<file path="src/rtl/neopixel_frame_sched.sv">
// neopixel_frame_sched: double-buffered pixel store that streams one frame of pixel
// messages plus latch messages into the NeoPixel transmitter per frame tick.
module neopixel_frame_sched #(
   parameter int NPIX       = 18,
   parameter int RESET_MSGS = 14,
   parameter int IDX_W      = 5
) (
   input  logic             clk,
   input  logic             rst,
   input  logic             frame_tick,
   input  logic             wr_en,
   input  logic [IDX_W-1:0] wr_addr,
   input  logic [23:0]      wr_data,
   input  logic             commit,
   input  logic             tx_rd_next,
   output logic             tx_enable,
   output logic [23:0]      tx_data,
   output logic             tx_msgTyp,
   output logic             busy,
   output logic             commit_pending,
   output logic             frame_done,
   output logic             overrun
);
   localparam logic [1:0] IDLE   = 2'd0;
   localparam logic [1:0] PIXELS = 2'd1;
   localparam logic [1:0] LATCH  = 2'd2;
   localparam logic [IDX_W-1:0] NPIX_M1 = IDX_W'(NPIX - 1);
   localparam logic [IDX_W-1:0] LAT_M1  = IDX_W'(RESET_MSGS - 1);

   logic [1:0]       state;
   logic [IDX_W-1:0] pos, lat;
   logic             half, tick_pend;
   logic [23:0]      shadow [NPIX];
   logic [23:0]      active [NPIX];

   assign busy      = state != IDLE;
   assign tx_enable = busy;
   assign tx_msgTyp = state == PIXELS;
   assign tx_data   = state == PIXELS ? active[pos] : 24'h0;

   always_ff @(posedge clk or posedge rst)
      if (rst) begin
         state          <= IDLE;
         pos            <= '0;
         lat            <= '0;
         half           <= 1'b0;
         tick_pend      <= 1'b0;
         commit_pending <= 1'b0;
         frame_done     <= 1'b0;
         overrun        <= 1'b0;
         shadow         <= '{default: '0};
         active         <= '{default: '0};
      end else begin
         frame_done <= 1'b0;
         overrun    <= 1'b0;
         if (wr_en && wr_addr <= NPIX_M1) shadow[wr_addr] <= wr_data;
         if (commit) commit_pending <= 1'b1;
         if (state == IDLE) begin
            half <= 1'b0;
            if (frame_tick | tick_pend) begin
               tick_pend <= 1'b0;
               pos       <= '0;
               state     <= PIXELS;
               // copy sees pre-edge shadow; a commit on this same edge stays pending
               if (commit_pending) begin
                  active <= shadow;
                  if (!commit) commit_pending <= 1'b0;
               end
            end
         end else begin
            if (frame_tick) begin
               if (tick_pend) overrun <= 1'b1;
               else tick_pend <= 1'b1;
            end
            if (tx_rd_next) begin
               half <= ~half;
               if (half) begin
                  if (state == PIXELS) begin
                     if (pos == NPIX_M1) begin
                        state <= LATCH;
                        lat   <= '0;
                     end else pos <= pos + 1'b1;
                  end else if (lat == LAT_M1) begin
                     state      <= IDLE;
                     frame_done <= 1'b1;
                  end else lat <= lat + 1'b1;
               end
            end
         end
      end
endmodule

</file>
<file path="config.mk">
export PLATFORM = sky130hd
export DESIGN_NAME = neopixel_frame_sched
export DESIGN_NICKNAME = d
export VERILOG_FILES = /design/src/rtl/neopixel_frame_sched.sv
export SDC_FILE = /design/constraint.sdc
export NUM_CORES = 2
export LEC_CHECK = 0
export CORE_MARGIN = 2
export CORE_UTILIZATION = 60
export DETAILED_ROUTE_END_ITERATION = 10
export PLACE_DENSITY = 0.89
export RECOVER_POWER = 100
export REMOVE_ABC_BUFFERS = 1
export SKIP_LAST_GASP = 1
export SYNTH_ARGS = -nofsm -noshare
export SYNTH_HDL_FRONTEND = slang
export SYNTH_SLANG_ARGS = --single-unit
</file>
<file path="constraint.sdc">
create_clock -name clk -period 77.7 [get_ports clk]
set_input_delay 23.31 -clock clk [delete_from_list [all_inputs] [get_ports clk]]
set_output_delay 23.31 -clock clk [all_outputs]
set_load 0.1 [all_outputs]
</file>
==> qor.csv <==
metric,value,unit
holdPathStages,1,
drtPass1Iterations,7,
grt_pass1_vias,22000,
grt_pass1_wl,129000,um
r2r_start,state[1]$_DFFE_PP0P_,
yosys_register_bits,881,
fin_tns_setup,0,ps
core,60500,sq um
clockBufferDepth,3,
die_w,251,um
clock.fmax,25.9,MHz
wirelength,81000,um
grt_use_total,26.5,%
vias_per_cell,6.30,
post-route-util,66.7,%
whs,476,ps
num_vias,19700,
wl_met2,41200,um
place.gp.congestion,0.741,
start_util,60.7,%
nets,2323,
violations,"max-capacitance violations, max-slew violations",
hold_viol,0,
slew_headroom,-598,%
die_h,251,um
num_rows,90,
worstMarginPinSlew,10470,ps
final_common_cell,dfrtp_1,
p_per_area,38.5,nW/um^2
grt_max_degree,203,
drt-met1-wl,33200,um
vdd_drop_max,0.0353,mV
dp_hpwl,42300,um
skew,17.3,ps
min_from,shadow[248]$_DFFE_PP0P_,
mappedNetlistArea,36700,sq um
grt_overflow,0,
status,finished with violations,
synthCells,2270,
cts-resized-gates,0,
synth_edf_count,0,
async_flop_share,100,%
dieArea,63200,sq um
crit_type,in2async,
n_fill_cell,3804,
reg2reg_depth,6,
top_layer,met4,
postCtsHoldBufs,0,
layout_worst_path_cycle_share,49.7,%
drc,0,
post_cts_buffers,0,
critical_path_required,75900,ps
wl_per_cell,25.8,um
clock_sinks,881,
syn_to_final_growth,9.90,%
seq_area_frac_synth,60.1,%
placedCellCount,2981,
min_period,38600,ps
hold_class,reg2reg,
wl_met3,3620,um
stdcell_count,3135,
stdcell_area,40300,sq um
final_cell_mix,"878 x dfrtp_1, 845 x mux2_2, 87 x clkbuf_16, 73 x mux4_2, 69 x mux2_1",
cts-buffers-inserted,83,
holdPathEnd,active[248]$_DFFE_PP0P_,
syn_area_per_cell,16.2,sq um
synthFlopType,dfrtp_1,
cp-end-kind,async pin,
synth.distinct_cells,55,
placed_cell_area,37800,sq um
cts_tree,built,
ant_nets,0,
rsz0062_at_grt,false,
portBuffers,64,
drive_gt1_share,45.7,%
drv_slew,1813,
io_pins,65,
synth_warnings,0,
clk_pin_slew_worst_paths,60,ps
crit_fanout,202,
drt-initial-drc-count,1557,
clk_latency,630,ps
grt_antenna_before_repair,2,
start_kind,input port,
max_cap_violations,32,
root_buffer,clkbuf_16,
worst_r2r_endpoint,active[419]$_DFFE_PP0P_,
setup_viol,0,
h-tree-depth,3,
reg2reg_slack,64240,ps
leakage,18.9,nW
arrival,36800,ps
==> cell usage after synthesis, types with 6 or more instances <==
master | count | area, sq um
nor2b_1 | 6 | 37.5
a221oi_1 | 23 | 201
nor2_1 | 9 | 33.8
buf_4 | 9 | 67.6
clkbuf_1 | 41 | 154
o21ai_0 | 27 | 135
buf_6 | 24 | 270
a22oi_1 | 24 | 180
mux2_1 | 35 | 394
mux2i_1 | 50 | 500
buf_2 | 83 | 415
mux2_2 | 859 | 9670
dfrtp_1 | 881 | 22000
mux4_2 | 73 | 1640
mux2_4 | 20 | 300
nand2_1 | 39 | 146
==> how the worst max path moves through the flow <==
stage                        from                     end  slack, ps  depth (start not counted)
6_report                      rst  active[21]$_DFFE_PP0P_      39100                          4
5_1_grt                       rst  active[46]$_DFFE_PP0P_      35660                          4
4_1_cts        pos[1]$_DFFE_PP0P_             tx_data[13]      49280                          7
3_5_place_dp   pos[1]$_DFFE_PP0P_             tx_data[13]      49980                          7
3_3_place_gp   pos[1]$_DFFE_PP0P_             tx_data[13]      50050                          7
2_1_floorplan                 rst   active[0]$_DFFE_PP0P_      29630                          1
==> critical path: stages <==
cell           delay, ps
dlygate4sd3_1        540
clkinvlp_2          2840
clkbuf_1            2630
clkbuf_1            7150
==> logic make-up (layout without fill, tap and decap cells) <==
group           Yosys count  in the layout  share of synthesized area, %
compound gates           85             85                          1.60
mux                    1037           1037                          34.1
flops                   881            881                          60.1
buf+inv                 165            247                          2.56
xor+xnor                  2              2                        0.0477
simple gates             96             96                          1.51
other cells               0              1                             0
fa+ha+maj                 4              4                         0.136
==> stage by stage <==
| stage | total power, mW | setup slack [ps] |
|---|---|---|
| 3_5_place_dp | 1.13 | 49980 |
| 6_report | 1.55 | 39100 |
| 2_1_floorplan | 1.02 | 29630 |
| 3_3_place_gp | 1.10 | 50050 |
| 5_1_grt | 1.62 | 35660 |
| 4_1_cts | 1.56 | 49280 |
==> metal layers <==
| metal | vias up | global-route usage (%) |
|---|---|---|
| met5 | - | 0 |
| li1 | 8280 | - |
| met3 | 195 | 3.70 |
| met4 | 0 | 10.7 |
| met1 | 10800 | 35.1 |
| met2 | 495 | 44.7 |
==> power by group <==
part           internal (mW)  leakage (nW)  switching, mW
logic                  0.210          6.13          0.240
registers              0.596          11.4         0.0832
clock network          0.249          1.41          0.172
==> sequential cells by signal, summed over array words and instances, names as in the netlist <==
register	flops
commit_pending	1
tick_pend	1
shadow	432
pos	5
overrun	1
half	1
lat	5
frame_done	1
state	2
active	432
==> cell type report <==
type / instances / area [sq um] / share of cell area [%]
flip-flops and latches: 881 / 22100 / 54.7
multi-input cells: 1224 / 13700 / 33.9
clock buffers: 125 / 2500 / 6.20
well taps: 782 / 978 / 2.43
repair buffers: 88 / 773 / 1.92
clock inverters: 28 / 347 / 0.859
inverters: 6 / 23.8 / 0.0589
diodes: 1 / 2.50 / 0.00620
Power figures use the tool's default switching activity.
